### config.mk
export PLATFORM = sky130hd
export DESIGN_NAME = snake_body_sequencer
export DESIGN_NICKNAME = d
export VERILOG_FILES = /design/src/rtl/snake_body_sequencer.sv
export SDC_FILE = /design/constraint.sdc
export NUM_CORES = 1
export LEC_CHECK = 0
export ABC_AREA = 1
export BUFFER_PORTS_ARGS = -buffer_cell sky130_fd_sc_hd__buf_2
export CAP_MARGIN = 0
export CORE_MARGIN = 5
export CORE_UTILIZATION = 40
export DETAILED_ROUTE_END_ITERATION = 12
export PLACE_DENSITY = 0.61
export SLEW_MARGIN = 0
export SYNTH_ARGS = -nofsm -noshare
export SYNTH_HDL_FRONTEND = slang
export SYNTH_SLANG_ARGS = --single-unit
### constraint.sdc
create_clock -name clock_25 -period 2.8 [get_ports clock_25]
set_clock_uncertainty 0.1 [all_clocks]
set_input_delay 0.56 -clock clock_25 [delete_from_list [all_inputs] [get_ports clock_25]]
set_output_delay 0.56 -clock clock_25 [all_outputs]
set_load 0.01 [all_outputs]
### src/rtl/snake_body_sequencer.sv
// Snake position state: advances/grows the head-plus-body list per game step, flags wall and self hits,
// and streams the 15-entry body list once per vsync (move result in 2 cycles; stream stalls while frame_tik is low).
module snake_body_sequencer #(
   parameter int SNAKE_LENGTH_BIT = 4,
   parameter int SNAKE_LENGTH_MAX = 16,
   parameter int GRID_X_MAX       = 123,
   parameter int GRID_Y_MAX       = 80,
   parameter int START_X          = 60,
   parameter int START_Y          = 40,
   parameter int START_LENGTH     = 3
) (
   input  logic                        clock_25,
   input  logic                        reset,
   input  logic                        frame_tik,
   input  logic                        move_tik,
   input  logic [1:0]                  direction,
   input  logic                        grow,
   input  logic                        game_restart,
   output logic [6:0]                  snake_head_x,
   output logic [6:0]                  snake_head_y,
   output logic [6:0]                  snake_body_x,
   output logic [6:0]                  snake_body_y,
   output logic                        en_snake_body,
   output logic [SNAKE_LENGTH_BIT-1:0] snake_length,
   output logic                        collision,
   output logic                        busy
);

   localparam int BODY_N = SNAKE_LENGTH_MAX - 1;
   localparam logic [SNAKE_LENGTH_BIT-1:0] ONE      = SNAKE_LENGTH_BIT'(1);
   localparam logic [SNAKE_LENGTH_BIT-1:0] LAST_IDX = SNAKE_LENGTH_BIT'(SNAKE_LENGTH_MAX - 2);
   localparam logic [SNAKE_LENGTH_BIT-1:0] LEN_CAP  = SNAKE_LENGTH_BIT'(SNAKE_LENGTH_MAX - 1);
   localparam logic [SNAKE_LENGTH_BIT-1:0] LEN_INIT = SNAKE_LENGTH_BIT'(START_LENGTH);
   localparam logic [6:0] X_MAX   = 7'(GRID_X_MAX);
   localparam logic [6:0] Y_MAX   = 7'(GRID_Y_MAX);
   localparam logic [6:0] X_START = 7'(START_X);
   localparam logic [6:0] Y_START = 7'(START_Y);

   localparam logic [1:0] DIR_RIGHT = 2'b00;
   localparam logic [1:0] DIR_LEFT  = 2'b01;
   localparam logic [1:0] DIR_UP    = 2'b10;
   localparam logic [1:0] DIR_DOWN  = 2'b11;

   typedef enum logic [1:0] {IDLE, MOVE, CHECK, STREAM} state_t;

   state_t                      state, state_nxt;
   logic [6:0]                  body_x [BODY_N];
   logic [6:0]                  body_y [BODY_N];
   logic [SNAKE_LENGTH_BIT-1:0] idx, tail_idx, idx_inc, stream_sel;
   logic [1:0]                  cur_dir, new_dir;
   logic [6:0]                  next_x, next_y;
   logic                        frame_tik_q, frame_rise;
   logic                        pending, pending_grow, move_grow;
   logic                        move_go, wall_hit, body_hit;

   // Entries beyond the initial length start out stacked on the tail.
   function automatic logic [6:0] init_x(input int k);
      int kk;
      kk = (k < START_LENGTH) ? k : START_LENGTH - 1;
      return 7'(START_X - 1 - kk);
   endfunction

   assign frame_rise = frame_tik & ~frame_tik_q;
   assign move_go    = (move_tik | pending) & ~collision & ~frame_rise;
   assign tail_idx   = snake_length - ONE;
   assign idx_inc    = idx + ONE;
   assign stream_sel = (idx_inc < snake_length) ? idx_inc : tail_idx;
   assign body_hit   = (body_x[idx] == snake_head_x) && (body_y[idx] == snake_head_y);
   assign new_dir    = ((direction ^ cur_dir) == 2'b01) ? cur_dir : direction;
   assign busy       = (state != IDLE);

   // Edge tests happen before any arithmetic so 7-bit coordinates never wrap.
   always_comb begin
      next_x   = snake_head_x;
      next_y   = snake_head_y;
      wall_hit = 1'b0;
      case (new_dir)
         DIR_RIGHT: if (snake_head_x >= X_MAX) wall_hit = 1'b1; else next_x = snake_head_x + 7'd1;
         DIR_LEFT:  if (snake_head_x == 7'd0)  wall_hit = 1'b1; else next_x = snake_head_x - 7'd1;
         DIR_UP:    if (snake_head_y == 7'd0)  wall_hit = 1'b1; else next_y = snake_head_y - 7'd1;
         DIR_DOWN:  if (snake_head_y >= Y_MAX) wall_hit = 1'b1; else next_y = snake_head_y + 7'd1;
         default:   wall_hit = 1'b0;
      endcase
   end

   always_comb begin
      state_nxt = state;
      case (state)
         IDLE: begin
            if (frame_rise)   state_nxt = STREAM;
            else if (move_go) state_nxt = MOVE;
         end
         MOVE:    state_nxt = wall_hit ? IDLE : CHECK;
         CHECK:   if (body_hit || idx == tail_idx) state_nxt = IDLE;
         STREAM:  if (frame_tik && idx == LAST_IDX) state_nxt = IDLE;
         default: state_nxt = IDLE;
      endcase
      if (game_restart) state_nxt = IDLE;
   end

   always_ff @(posedge clock_25 or negedge reset) begin
      if (!reset) begin
         state       <= IDLE;
         frame_tik_q <= 1'b0;
      end else begin
         state       <= state_nxt;
         frame_tik_q <= frame_tik;
      end
   end

   always_ff @(posedge clock_25 or negedge reset) begin
      if (!reset) begin
         snake_head_x  <= X_START;
         snake_head_y  <= Y_START;
         for (int i = 0; i < BODY_N; i++) begin
            body_x[i] <= init_x(i);
            body_y[i] <= Y_START;
         end
         snake_length  <= LEN_INIT;
         cur_dir       <= DIR_RIGHT;
         collision     <= 1'b0;
         en_snake_body <= 1'b0;
         snake_body_x  <= 7'd0;
         snake_body_y  <= 7'd0;
         pending       <= 1'b0;
         pending_grow  <= 1'b0;
         move_grow     <= 1'b0;
         idx           <= '0;
      end else if (game_restart) begin
         snake_head_x  <= X_START;
         snake_head_y  <= Y_START;
         for (int i = 0; i < BODY_N; i++) begin
            body_x[i] <= init_x(i);
            body_y[i] <= Y_START;
         end
         snake_length  <= LEN_INIT;
         cur_dir       <= DIR_RIGHT;
         collision     <= 1'b0;
         en_snake_body <= 1'b0;
         snake_body_x  <= 7'd0;
         snake_body_y  <= 7'd0;
         pending       <= 1'b0;
         pending_grow  <= 1'b0;
         move_grow     <= 1'b0;
         idx           <= '0;
      end else begin
         case (state)
            IDLE: begin
               if (frame_rise) begin
                  idx           <= '0;
                  en_snake_body <= 1'b1;
                  snake_body_x  <= body_x[0];
                  snake_body_y  <= body_y[0];
               end else if (move_go) begin
                  pending   <= 1'b0;
                  move_grow <= pending ? (pending_grow | (move_tik & grow)) : grow;
               end
            end
            MOVE: begin
               cur_dir <= new_dir;
               if (wall_hit) begin
                  collision <= 1'b1;
               end else begin
                  for (int i = 1; i < BODY_N; i++) begin
                     body_x[i] <= body_x[i-1];
                     body_y[i] <= body_y[i-1];
                  end
                  body_x[0]    <= snake_head_x;
                  body_y[0]    <= snake_head_y;
                  snake_head_x <= next_x;
                  snake_head_y <= next_y;
                  if (move_grow && snake_length != LEN_CAP) snake_length <= snake_length + ONE;
                  idx <= '0;
               end
            end
            CHECK: begin
               if (body_hit)              collision <= 1'b1;
               else if (idx != tail_idx)  idx <= idx_inc;
            end
            STREAM: begin
               if (frame_tik) begin
                  if (idx == LAST_IDX) begin
                     en_snake_body <= 1'b0;
                  end else begin
                     idx          <= idx_inc;
                     snake_body_x <= body_x[stream_sel];
                     snake_body_y <= body_y[stream_sel];
                  end
               end
            end
            default: idx <= '0;
         endcase
         // A tick not taken straight from IDLE is parked; only one can wait, but grow requests accumulate.
         if (move_tik && !collision && !(state == IDLE && move_go)) begin
            if (!pending) begin
               pending      <= 1'b1;
               pending_grow <= grow;
            end else begin
               pending_grow <= pending_grow | grow;
            end
         end
      end
   end

endmodule

# Yosys cells after proc, flatten, opt, wreduce, memory -nomap -nowiden
# Index checks and enable logic that the tools add are counted.
# op_classes
n_eq_ne	31
order_cmp	5
n_addsub	7
n_reduce_logical	33
n_mux	91
n_bitwise	13
# op_table
op	n
two-way mux 105 bit	6
two-way mux 7 bit	26
binary-select mux 7 bit (select 4 bit)	4
one-hot mux 7 bit (2 select lines)	4
two-way mux 4 bit	12
!= test 3 bit (second input constant)	15
two-way mux 1 bit	25
two-way mux 2 bit	9
one-hot mux 4 bit (4 select lines)	1
adder 7 x 1 -> 7 bit (second input constant)	2
equality test 7 bit	2
>= comparator 7 bit (second input constant)	2
logical NOT 7 bit	2
subtractor 7 x 1 -> 7 bit (second input constant)	2
AND reduction 3 bit	4
nonzero test 2 bit	6
nonzero test 3 bit	4
>= comparator 5 bit (second input constant)	2
NOT 4 -> 5 bit	2
AND reduction 5 bit	2
adder 4 x 1 -> 4 bit (second input constant)	2
equality test 2 bit (second input constant)	4
!= test 4 bit (second input constant)	2
one-hot mux 2 bit (4 select lines)	1
other kinds (20)	39
# word_totals
elab_cells	224
out_inout_bits	35
regBits	256

# Longest topological paths before layout
# Gate-level depths: netlist (run 1).
# logic_depth
word_depth	11
ltp_mapped	23
ltp_nobuf	19

# Least setup slack after synthesis (run 1)
# Ideal clock, no wire load.
# synth_path
kind	reg2reg
start	reg idx[0]
end	reg snake_body_x[1]
path_stages_with_launch	20
arrival_ns	2.917
setup_slack_ns	-0.283
setup_ns	0.066
n_path_buf	4
path_cell_list	dfrtp_1 buf_4 buf_4 nand2_2 inv_1 nand2_1 xor2_1 inv_1 ha_1 a21oi_1 nand2_1 o21ai_0 buf_2 buf_1 nand3_1 nand3_1 nand2_1 nand2_1 nand2_1 nand2_1
# synth_via
elab_chain_len	11
# synth_rtl
element	line_no	text
start: declaration	49	logic [SNAKE_LENGTH_BIT-1:0] idx, tail_idx, idx_inc, stream_sel;
start signal: assignment	178	else if (idx != tail_idx) idx <= idx_inc;
start signal: assignment	185	idx <= idx_inc;
adder 4 x 1 -> 4 bit	66	assign idx_inc = idx + ONE;
less-than comparator 4 bit	67	assign stream_sel = (idx_inc < snake_length) ? idx_inc : tail_idx;
two-way mux 4 bit	67	
NOT 4 -> 5 bit (implied by the code)	186	snake_body_x <= body_x[stream_sel];
binary-select mux 7 bit (select 4 bit)	186	
two-way mux 7 bit (implied by the code) (2 in series)	186	
two-way mux 7 bit	182	if (idx == LAST_IDX) begin
two-way mux 7 bit	181	if (frame_tik) begin
one-hot mux 7 bit (2 select lines)	147	case (state)
two-way mux 7 bit	129	end else if (game_restart) begin
end signal: assignment	152	snake_body_x <= body_x[0];
end signal: assignment	186	
end: declaration	21	output logic [6:0] snake_body_x,
# Parallel ways exist; a longest one is shown, timed or not. The select of a mux whose other input is x is not followed.
# A chain may end at the register's enable or synchronous reset.

# Worst setup path after layout (run 1)
# layout_path
start	reg idx[0]
end	reg snake_body_y[1]
# layout_via
elab_chain_len	11
# layout_rtl
element	line_no	text
adder 4 x 1 -> 4 bit	66	
less-than comparator 4 bit	67	
two-way mux 4 bit	67	
NOT 4 -> 5 bit (implied by the code)	187	snake_body_y <= body_y[stream_sel];
binary-select mux 7 bit (select 4 bit)	187	
two-way mux 7 bit (implied by the code) (2 in series)	187	
two-way mux 7 bit	182	
two-way mux 7 bit	181	
one-hot mux 7 bit (2 select lines)	147	
two-way mux 7 bit	129	
end signal: assignment	153	snake_body_y <= body_y[0];
end signal: assignment	187	
end: declaration	22	output logic [6:0] snake_body_y,
# Parallel ways exist; a longest one is shown, timed or not. The select of a mux whose other input is x is not followed.

==> results of run 1 <==
[metal layers]
metal  vias up  part of all wire [%]  track usage, %
met4         0                   4.8            10.7
met3       153                   7.6            3.28
li1       6878                     -               -
met1      7308                    42            32.1
met2       695                    46            39.1
met5         -                     0               0
[final timing paths]
path / startpoint / to / slack (ps)
setup / recovery: idx[0] / snake_body_y[1] / -180
hold / removal: frame_tik / frame_tik_q / 30
setup reg to reg: idx[0] / snake_body_y[1] / -180
hold reg to reg: snake_body_x[4] / snake_body_x[4] / 400
max in group asynchronous: reset / body_y[73] / 1340
min in group asynchronous: reset / body_y[34] / 480
[layout make-up]
cell class / count / area share, %
multi-input combinational: 1291 / 38.2
sequential: 256 / 33.9
clock inverter: 16 / 1.48
tap: 518 / 3.37
timing repair inverter: 1 / 0.0260
timing repair buffer: 221 / 12.8
clock buffer: 37 / 4.29
inverter: 300 / 5.93
[synth_stat cells (10+ instances only)]
master / count
nand4_1: 13
nor2_1: 52
a21oi_1: 27
buf_6: 23
inv_1: 293
nand3_1: 288
dfstp_2: 99
ha_1: 18
o211ai_1: 96
buf_4: 12
o22ai_1: 56
a22oi_2: 40
xor2_1: 12
o21ai_0: 69
buf_2: 75
clkbuf_1: 20
dfrtp_1: 157
a22oi_1: 82
nand2_1: 476
o22ai_2: 10
[timing repair]
item,in CTS,in global routing
endpoints found under the hold margin,38,0
gates cloned,6,9
resized for setup,37,61
hold buffers,1,0
pin swaps,10,29
buffers inserted,10,9
endpoints found under the setup margin,19,32
[critical path, delay by kind of cell (launching register included)]
family / cells / cell delay, ps
flops: 1 / 530
compound gates: 2 / 300
fa+ha+maj: 2 / 480
xor+xnor: 1 / 180
simple gates: 8 / 640
buf+inv: 5 / 650
[logic make-up (layout without fill, tap and decap cells)]
family | after synthesis | after routing
buffers and inverters | 438 | 575
and+or+nand+nor | 852 | 852
adders and majority gates | 20 | 20
DFF | 256 | 256
AOI/OAI and AO/OA | 402 | 402
xor gates and xnor gates | 17 | 17
[sequential cells by signal, indices dropped and copies added, names as in the netlist, 2 cells and up]
name,cells
body_y,105
body_x,105
state,2
snake_body_y,7
snake_head_y,7
idx,4
snake_head_x,7
snake_body_x,7
snake_length,4
cur_dir,2
[through the flow]
stage | power [uW] | worst slack, ps | std cells | setup TNS, ps | hold slack (ps)
global placement | 13000 | -203 | 2554 | -1180 | 366
global route | 20200 | -329 | 2640 | -4550 | 25.1
CTS | 18400 | -164 | 2624 | -1370 | 12.1
floorplan | 9910 | -27.7 | 1985 | -340 | 164
finish | 19200 | -178 | 2640 | -2090 | 28.4
detailed placement | 13100 | -228 | 2554 | -3750 | 381
[where the power goes]
part | internal (uW) | switching, uW
Sequential | 4080 | 375
Clock | 2810 | 1640
Combinational | 4340 | 6000
==> key figures, run 1 <==
Placement
  – Cell area reported after detailed placement: 17200 um^2
  – Number of I/O port buffers: 42
  – Detailed Place HPWL: 33800 um
  – RePlAce Congestion: 0.928

Job
  – Max-capacitance violation count: 0

Yosys
  – Proportion of synthesized flip-flops having asynchronous set or reset: 100%
  – Synthesized-area fraction occupied by xor and xnor cells: 0.959%
  – Proportion of synthesized area in mux cells: 0%
  – Area share of fa/ha/maj cells after synthesis: 1.71%
  – Unique cell type count in the Yosys netlist: 41
  – Synthesis-stage register bit count: 256
  – Post-synth net total: 2013
  – Instance count of the mapped netlist: 1985
  – Top_reg_cell synth: dfrtp_1
  – Count of yosys warnings during synthesis: 0
  – Post-synth EDFFs: 0
  – Post-Syn Area: 15500 um^2
  – Yosys top cell by area: dfrtp_1
  – Dominant cells by area after synthesis: dfrtp_1 25%, dfstp_2 17%, nand2_1 12%
  – Fraction of the mapped netlist area in compound gates: 19.0%
  – Combinational family with the most area after synthesis: simple AND/OR/NAND/NOR gates
  – Sequential-to-total area share from yosys stat: 42.1%
  – Simple-gate portion of the synthesized area: 23.7%
  – Average cell area after synthesis: 7.82 um^2
  – Fraction of post-synthesis cell area in the top cell type by area: 25.3%

Setup path
  – Critical Path End Type: flip-flop
  – Cell repeated most along the worst path: nand2_1
  – Cell with the biggest individual delay on the critical path: dfrtp_4
  – Data arrival time of the worst path: 3380 ps
  – Register-to-Register Path Depth: 18
  – Cell chain of the critical path: ha_4 -> xnor2_2 -> inv_1 -> ha_1 -> nand3_2 -> nand2_4 -> buf_6 -> o21ai_4 -> inv_4 -> buf_12 -> buf_12 -> o211ai_1 -> nand3_1 -> nand3_1 -> nand2_1 -> nand2_1 -> nand2_1 -> nand2_1
  – CP max stage delay: 530 ps
  – Critical path data required time: 3200 ps
  – Worst setup SP type: flip-flop
  – Top fanout value on the critical path: 10
  – Setup CP Type: reg2reg

Run status
  – Result of the run: complete, but fails checks
  – Violated checks: negative setup slack

Cells and area
  – Fraction of final layout cells sized beyond drive strength 1: 23.6%
  – Cell area after layout: 19300 um^2
  – Layout Utilization: 49.9%
  – Highest-count cells in the layout ignoring fill and taps: 464 x nand2_1, 285 x inv_1, 268 x nand3_1, 155 x dfrtp_1, 103 x buf_4
  – Flip-flop and latch area: 6540 um^2
  – Leading cell type in the layout, fill and taps excluded: nand2_1
  – Total of fill cells in the finished design: 3746
  – Footprint of the multi-input gates: 7360 um^2
  – Area growth syn-to-layout: 24.1%
  – Final Net Count: 2128
  – Antenna Cells: 0

Clock tree
  – Clk slew on worst S/H paths: 60 ps
  – Number of CTS-inserted buffers: 29
  – Clock sink count: 256
  – CTS Root Cell: clkbuf_16
  – Clock latency on the worst-skew pair: 570 ps
  – Deepest clock path buffer count: 3
  – CTS tree: built
  – H-tree levels: 1

Route
  – Number of routed nets with antenna violations: 0
  – DRC violation total after the first TritonRoute iteration: 1432
  – Vias: 15000
  – Total DRC errors in the routed layout: 0
  – Average via count per standard cell: 5.69
  – Final routed wirelength across all metal layers: 53000 um
  – Average wire per cell in the routed design: 20.1 um
  – Number of detailed-route iterations in the first pass: 6

Die
  – FP Rows: 72
  – Effective utilization at floorplan: 40.2%
  – Placeable core area: 38600 um^2
  – Boundary pin count: 43
  – Die span in y: 207 um
  – Full die area: 42800 um^2
  – Die outline width: 207 um

Timing
  – Achievable clock frequency: 0.336 GHz
  – Final hold violation count: 0
  – Tcrit/Tclk final: 106%
  – Crit path time final: 2980 ps
  – Worst Setup Slack, final: -178 ps
  – Pins Over Slew Limit: 0
  – Measured slew at the worst slew-check pin: 757 ps
  – Final Setup Violations: 14
  – Headroom to the max-slew limit: 49.6%
  – RSZ-0062 raised after global routing: yes

Power
  – Power per cell area: 999 nW/um^2
  – Leakage Power: 0.00910 uW
  – Max IR drop VDD: 0.672 mV

Min path
  – Class of the worst hold path: in2reg
  – Hold path depth: 1

Global route
  – Antenna violations before repair: 0
  – Maximum number of pins on one net before global-route repair: 71
  – Via count of the first global-routing pass: 14700
  – Overall track demand over capacity in global routing: 24.0%
  – Remaining Overflow, GRT: 0
  – First-pass GRT wire length: 82100 um
No activity file was read; power rests on OpenSTA's default activity.
==> run 2, diff against run 1 <==
--- a/config.mk
+++ b/config.mk
@@ -9,9 +9,9 @@
 export BUFFER_PORTS_ARGS = -buffer_cell sky130_fd_sc_hd__buf_2
 export CAP_MARGIN = 0
 export CORE_MARGIN = 5
-export CORE_UTILIZATION = 40
+export CORE_UTILIZATION = 32
 export DETAILED_ROUTE_END_ITERATION = 12
-export PLACE_DENSITY = 0.61
+export PLACE_DENSITY = 0.52
 export SLEW_MARGIN = 0
 export SYNTH_ARGS = -nofsm -noshare
 export SYNTH_HDL_FRONTEND = slang
==> run 2 against run 1 <==
The run still ends with negative setup slack left. Sequential power about the same. First-iteration DRC count down 13%. Utilization decreased by 8.9 points. Critical path type unchanged. Non-clock buffer count up 22. Wire length up 5.2%. Combinational power is 4% higher. Largest cell class unchanged. Sequential share of layout area down 0.69 points. Design area increased by 2.1%.
==> key figures, run 2 (synthesized netlist as in run 1, its figures left out) <==
Run status
  – Result of the run: complete, but fails checks
  – Violated checks: negative setup slack

Die
  – Boundary pin count: 43 (unchanged)
  – Die outline width: 230 um (+11%)
  – Full die area: 53000 um^2 (+24%)
  – FP Rows: 80 (+11%)
  – Placeable core area: 47800 um^2 (+24%)
  – Die span in y: 230 um (+11%)
  – Effective utilization at floorplan: 32.4% (-7.8 points)

Setup path
  – Cell chain of the critical path: nand2_4 -> inv_2 -> nand2_2 -> xor2_2 -> inv_2 -> ha_4 -> nand3_2 -> nand2_4 -> nand2_4 -> o21ai_4 -> buf_12 -> buf_16 -> clkbuf_16 -> o211ai_1 -> nand3_1 -> nand3_2 -> nand2_2 -> nand2_2 -> nand2_2 -> nand2_1
  – Data arrival time of the worst path: 3330 ps (-50 ps)
  – Setup CP Type: reg2reg
  – Critical Path End Type: flip-flop
  – Register-to-Register Path Depth: 20 (+2)
  – Top Family by Delay on Critical Path: simple AND/OR/NAND/NOR gates
  – Launch point of the worst reg-to-reg path: idx[0]
  – Worst reg-to-reg setup slack: -160 ps (+20 ps)
  – Critical path data required time: 3170 ps (-30 ps)
  – Worst setup SP type: flip-flop
  – Cell repeated most along the worst path: nand2_2
  – CP Buf/Inv Count: 5 (unchanged)
  – CP max stage delay: 530 ps (about the same)
  – Cell with the biggest individual delay on the critical path: dfrtp_4
  – Top fanout value on the critical path: 7 (-3)
  – Terminus of the critical flop-to-flop path: snake_body_y[1]

Clock tree
  – Clk slew on worst S/H paths: 60 ps (about the same)
  – CTS Root Cell: clkbuf_16
  – H-tree levels: 1 (unchanged)
  – Clock sink count: 256 (unchanged)
  – CTS tree: built
  – Number of CTS-inserted buffers: 30 (+3.4%)
  – Deepest clock path buffer count: 3 (unchanged)
  – Clock latency on the worst-skew pair: 590 ps (+20 ps)

Timing
  – Achievable clock frequency: 0.338 GHz (+0.72%)
  – Measured slew at the worst slew-check pin: 626 ps (-131 ps)
  – Crit path time final: 2960 ps (-21.4 ps)
  – Pins Over Slew Limit: 0 (unchanged)
  – Worst hold slack after final layout: 229 ps (+200 ps)
  – Tcrit/Tclk final: 106% (-0.77 points)
  – Final Setup Violations: 15 (+1)
  – Worst Setup Slack, final: -157 ps (+21.4 ps)
  – Headroom to the max-slew limit: 58.1% (+8.5 points)
  – RSZ-0062 raised after global routing: yes
  – Final hold violation count: 0 (unchanged)

Min path
  – Class of the worst hold path: in2reg
  – Min-delay src: move_tik
  – Worst hold path endpoint: pending
  – Hold path depth: 5 (+4)

Route
  – Final routed wirelength across all metal layers: 55800 um (+5.2%)
  – Total DRC errors in the routed layout: 0 (unchanged)
  – DRC violation total after the first TritonRoute iteration: 1242 (-13%)
  – Number of routed nets with antenna violations: 0 (unchanged)
  – Average via count per standard cell: 5.35 (-6.1%)
  – Average wire per cell in the routed design: 20.2 um (+0.56%)
  – Number of detailed-route iterations in the first pass: 6 (unchanged)
  – Vias: 14800 (-1.8%)

Power
  – Leakage Power: 0.00925 uW (+1.6%)
  – Max IR drop VDD: 0.520 mV (-23%)
  – Power per cell area: 982 nW/um^2 (-1.8%)

Cells and area
  – Leading cell type in the layout, fill and taps excluded: nand2_1
  – Area growth syn-to-layout: 26.7%
  – Number of non-filler instances in the completed layout: 2761 (+4.6%)
  – Total of fill cells in the finished design: 4820 (+29%)
  – Highest-count cells in the layout ignoring fill and taps: 463 x nand2_1, 287 x inv_1, 264 x nand3_1, 155 x dfrtp_1, 110 x buf_4
  – Antenna Cells: 0 (unchanged)
  – Final Net Count: 2150 (+1.0%)
  – Fraction of final layout cells sized beyond drive strength 1: 24.2% (+0.67 points)
  – Footprint of the multi-input gates: 7380 um^2 (+0.25%)
  – Flip-flop and latch area: 6540 um^2 (unchanged)
  – Biggest regs: body_x x105, body_y x105

Job
  – Max-capacitance violation count: 0 (unchanged)

Global route
  – First-pass GRT wire length: 86100 um (+4.9%)
  – Via count of the first global-routing pass: 14500 (-1.6%)
  – Overall track demand over capacity in global routing: 20.2% (-3.8 points)
  – Remaining Overflow, GRT: 0 (unchanged)
  – Maximum number of pins on one net before global-route repair: 61 (-14%)
  – Antenna violations before repair: 0 (unchanged)

Placement
  – Detailed Place HPWL: 36100 um (+6.7%)
  – Placed insts: 2665 (+4.3%)
  – Number of I/O port buffers: 42 (unchanged)
  – RePlAce Congestion: 0.859 (-7.5%)
run 2: cell types whose count changed in the layout (fill, tap and decap cells not counted), sizes merged:
cell | before | now
buf | 211 | 228
bufbuf | 2 | 3
bufinv | 8 | 3
clkbuf | 44 | 56
clkinv | 9 | 8
clkinvlp | 1 | 0
dlygate4sd3 | 1 | 2
run 2: repair_timing:
item	CTS	global route
pin swaps	13	31
hold buffers	2	0
endpoints found under the setup margin	21	37
gates cloned	6	13
endpoints found under the hold margin	24	0
gates resized for setup	46	58
setup buffers	12	7
run 2: metrics by stage:
step                      utilization, %  cell area [um^2]  total power, uW  setup slack [ps]  TNS (ps)
after CTS                           39.8             19100            18400              -111     -1160
after global routing                41.1             19700            20400              -272     -3720
after global placement              36.7             17600            13200              -258     -3090
final                               41.1             19700            19300              -157     -1010
after floorplan                        -             15700             9910             -27.7      -340
after detailed placement            36.7             17600            13300              -310     -5940
run 2: cell type report:
type / count / area share [%]
Clock buffer: 46 / 4.58
Clock inverter: 10 / 0.688
Inverter: 300 / 5.77
Multi-Input combinational cell: 1291 / 37.5
Sequential cell: 256 / 33.2
Tap cell: 615 / 3.91
Timing Repair Buffer: 243 / 14.3
run 2: worst register-to-register path: stages, from the launching register on:
cell and delay, ps:
dfrtp_4 530, nand2_4 90, inv_2 40, nand2_2 70, xor2_2 180, inv_2 70
ha_4 290, nand3_2 100, nand2_4 160, nand2_4 70, o21ai_4 80, buf_12 170
buf_16 150, clkbuf_16 160, o211ai_1 90, nand3_1 110, nand3_2 100, nand2_2 90
nand2_2 50, nand2_2 70, nand2_1 50
run 2: layer usage:
metal	global-route usage (%)	up-vias	part of all wire [%]	routed length (um)
met4	7.44	0	4.1	2260
li1	-	6937	-	-
met1	27.7	7209	44	24300
met2	33.0	489	46	25800
met3	2.54	129	6.0	3360
met5	0	-	0	0
run 2: worst max-delay path by stage:
stage,startpoint,to,slack (ps),cells past startpoint
detailed placement,idx[0],snake_body_y[1],-310,18
CTS,idx[0],snake_body_y[1],-110,19
floorplan,idx[0],snake_body_x[6],-30,22
global placement,idx[0],snake_body_y[2],-260,16
global route,idx[0],snake_body_y[1],-270,20
finish,idx[0],snake_body_y[1],-160,20
run 2: report_power, final:
part,total [uW],internal (uW),switching (uW)
Combinational,10700,4670,6020
Sequential,4470,4080,384
Clock,4140,2480,1660
Total,19300,11200,8070
==> run 3, diff against run 2 <==
--- a/config.mk
+++ b/config.mk
@@ -10,8 +10,11 @@
 export CAP_MARGIN = 0
 export CORE_MARGIN = 5
 export CORE_UTILIZATION = 32
+export CTS_BUF_LIST = sky130_fd_sc_hd__clkbuf_8
 export DETAILED_ROUTE_END_ITERATION = 12
 export PLACE_DENSITY = 0.52
+export RECOVER_POWER = 100
+export SKIP_LAST_GASP = 1
 export SLEW_MARGIN = 0
 export SYNTH_ARGS = -nofsm -noshare
 export SYNTH_HDL_FRONTEND = slang
==> run 3 against run 2 <==
The flow finishes with violations (max-capacitance violations, max-slew violations, negative setup slack). Non-clock buffer count shrank 10. Sequential power is essentially flat. Count of clock-buffer cells in the layout grew 8. Design area shrank 2.2%. Die area is the same. Via count grew 0.70%. Critical endpoint unchanged.
==> key figures, run 3 (synthesized netlist as in run 1, its figures left out) <==
Global route
  – Maximum number of pins on one net before global-route repair: 61 (unchanged)
  – Remaining Overflow, GRT: 0 (unchanged)
  – Via count of the first global-routing pass: 14700 (+1.4%)
  – Overall track demand over capacity in global routing: 20.6% (+0.37 points)
  – Antenna violations before repair: 1 (+1)
  – First-pass GRT wire length: 86800 um (+0.77%)

Min path
  – Min-delay src: move_tik
  – Class of the worst hold path: in2reg

Setup path
  – Worst setup SP type: flip-flop
  – Critical path data required time: 3220 ps (+50 ps)
  – Critical Path End Type: flip-flop
  – Data arrival time of the worst path: 3360 ps (+30 ps)
  – Setup crit start: idx[0]
  – Launch point of the worst reg-to-reg path: idx[0]
  – Top fanout value on the critical path: 7 (unchanged)
  – Setup CP Type: reg2reg

Clock tree
  – Clk slew on worst S/H paths: 60 ps (about the same)
  – Deepest clock path buffer count: 3 (unchanged)
  – H-tree levels: 2 (+1)
  – Clock latency on the worst-skew pair: 630 ps (+40 ps)
  – CTS tree: built
  – Number of CTS-inserted buffers: 46 (+53%)
  – CTS Root Cell: clkbuf_8
  – Clock sink count: 256 (unchanged)

Timing
  – Crit path time final: 2930 ps (-21.7 ps)
  – Achievable clock frequency: 0.341 GHz (+0.74%)
  – Measured slew at the worst slew-check pin: 1750 ps (+1120 ps)
  – Worst hold slack after final layout: 196 ps (-32.7 ps)
  – Pins Over Slew Limit: 61 (+61)
  – Final Setup Violations: 18 (+3)
  – Headroom to the max-slew limit: -16.4% (-74 points)
  – Worst Setup Slack, final: -135 ps (+21.7 ps)
  – Tcrit/Tclk final: 105% (-0.77 points)
  – RSZ-0062 raised after global routing: yes
  – Final hold violation count: 0 (unchanged)

Die
  – Full die area: 53000 um^2 (unchanged)
  – FP Rows: 80 (unchanged)
  – Placeable core area: 47800 um^2 (unchanged)
  – Die outline width: 230 um (unchanged)
  – Boundary pin count: 43 (unchanged)
  – Die span in y: 230 um (unchanged)
  – Effective utilization at floorplan: 32.4% (unchanged)

Placement
  – RePlAce Congestion: 0.859 (unchanged)
  – Detailed Place HPWL: 36100 um (unchanged)
  – Placed insts: 2665 (unchanged)
  – Cell area reported after detailed placement: 17600 um^2 (unchanged)
  – Number of I/O port buffers: 42 (unchanged)

Route
  – DRC violation total after the first TritonRoute iteration: 1193 (-3.9%)
  – Number of routed nets with antenna violations: 0 (unchanged)
  – Total DRC errors in the routed layout: 0 (unchanged)
  – Average wire per cell in the routed design: 20.0 um (-0.90%)
  – Number of detailed-route iterations in the first pass: 7 (+1)
  – Vias: 14900 (+0.70%)
  – Average via count per standard cell: 5.35 (about the same)
  – Final routed wirelength across all metal layers: 55600 um (-0.29%)

Cells and area
  – Highest-count cells in the layout ignoring fill and taps: 458 x nand2_1, 309 x inv_1, 278 x nand3_1, 155 x dfrtp_1, 101 x buf_4
  – Cell area after layout: 19200 um^2 (-2.2%)
  – Number of non-filler instances in the completed layout: 2778 (+0.62%)
  – Fraction of final layout cells sized beyond drive strength 1: 22.1% (-2.2 points)
  – Leading cell type in the layout, fill and taps excluded: nand2_1
  – Biggest regs: body_x x105, body_y x105
  – Area growth syn-to-layout: 23.9%
  – Final Net Count: 2156 (+0.28%)

Job
  – Max-capacitance violation count: 1 (+1)

Run status
  – Violated checks: max-capacitance violations, max-slew violations, negative setup slack
  – Result of the run: complete, but fails checks

Power
  – Power per cell area: 963 nW/um^2 (-1.9%)
  – Max IR drop VDD: 0.421 mV (-19%)
  – Leakage Power: 0.00905 uW (-2.2%)
[run 3: report_power, final]
part | leakage, uW | switching (uW) | internal, uW | total (uW)
clock network | 0.000538 | 1690 | 1840 | 3520
registers | 0.00320 | 389 | 4070 | 4460
logic | 0.00531 | 6000 | 4540 | 10500
[run 3: layer usage]
layer | share of wire (%) | vias to the layer above | track usage (%)
met4 | 4.7 | 0 | 9.40
met3 | 5.9 | 142 | 3.47
met2 | 46 | 484 | 33.1
met5 | 0 | - | 0
met1 | 43 | 7293 | 27.3
li1 | - | 6948 | -
[run 3: worst paths after layout]
kind / cells after the start / slack (ps) / to
setup / recovery: 21 / -130 / snake_body_y[1]
hold / removal: 5 / 200 / pending
setup reg to reg: 21 / -130 / snake_body_y[1]
hold reg to reg: 2 / 370 / snake_body_x[5]
max in group asynchronous: 3 / 170 / idx[0]
min in group asynchronous: 2 / 900 / snake_body_y[4]
[run 3: cell type report]
| cell class | count | area (um^2) |
|---|---|---|
| fill | 4885 | 28600 |
| multi-input combinational | 1291 | 7330 |
| sequential | 256 | 6540 |
| timing repair buffer | 233 | 2570 |
| inverter | 300 | 1140 |
| tap | 615 | 769 |
| clock buffer | 54 | 743 |
| clock inverter | 28 | 143 |
| antenna | 1 | 2.50 |
[run 3: what timing repair did]
action / 4_1_cts / 5_1_grt
resized for setup: 45 / 59
endpoints found under the hold margin: 24 / 0
endpoints found under the setup margin: 21 / 34
pin swaps: 34 / 47
setup buffers: 10 / 5
hold buffers: 2 / 0
gates cloned: 12 / 5
[run 3: per-stage QoR]
stage / setup slack [ps] / util [%] / total power [uW] / setup TNS, ps
after CTS: -165 / 39.8 / 18100 / -2540
after global routing: -319 / 40.2 / 19600 / -35240
after floorplan: -27.7 / - / 9910 / -340
after global placement: -258 / 36.7 / 13200 / -3090
after detailed placement: -310 / 36.7 / 13300 / -5940
final: -135 / 40.2 / 18500 / -1610
[run 3: worst max-delay path, cell delays in order, from the launching register on]
cell,delay (ps)
dfrtp_4,540
nand2_4,80
inv_2,40
nand2_2,70
xor2_2,190
inv_2,70
ha_4,240
a21oi_4,140
nand2_4,120
nand2_4,90
o21ai_4,70
buf_12,160
buf_16,160
buf_12,140
nand2_1,60
o211ai_1,80
nand3_1,120
nand3_2,100
nand2_2,70
nand2_1,50
nand2_1,80
nand2_1,50
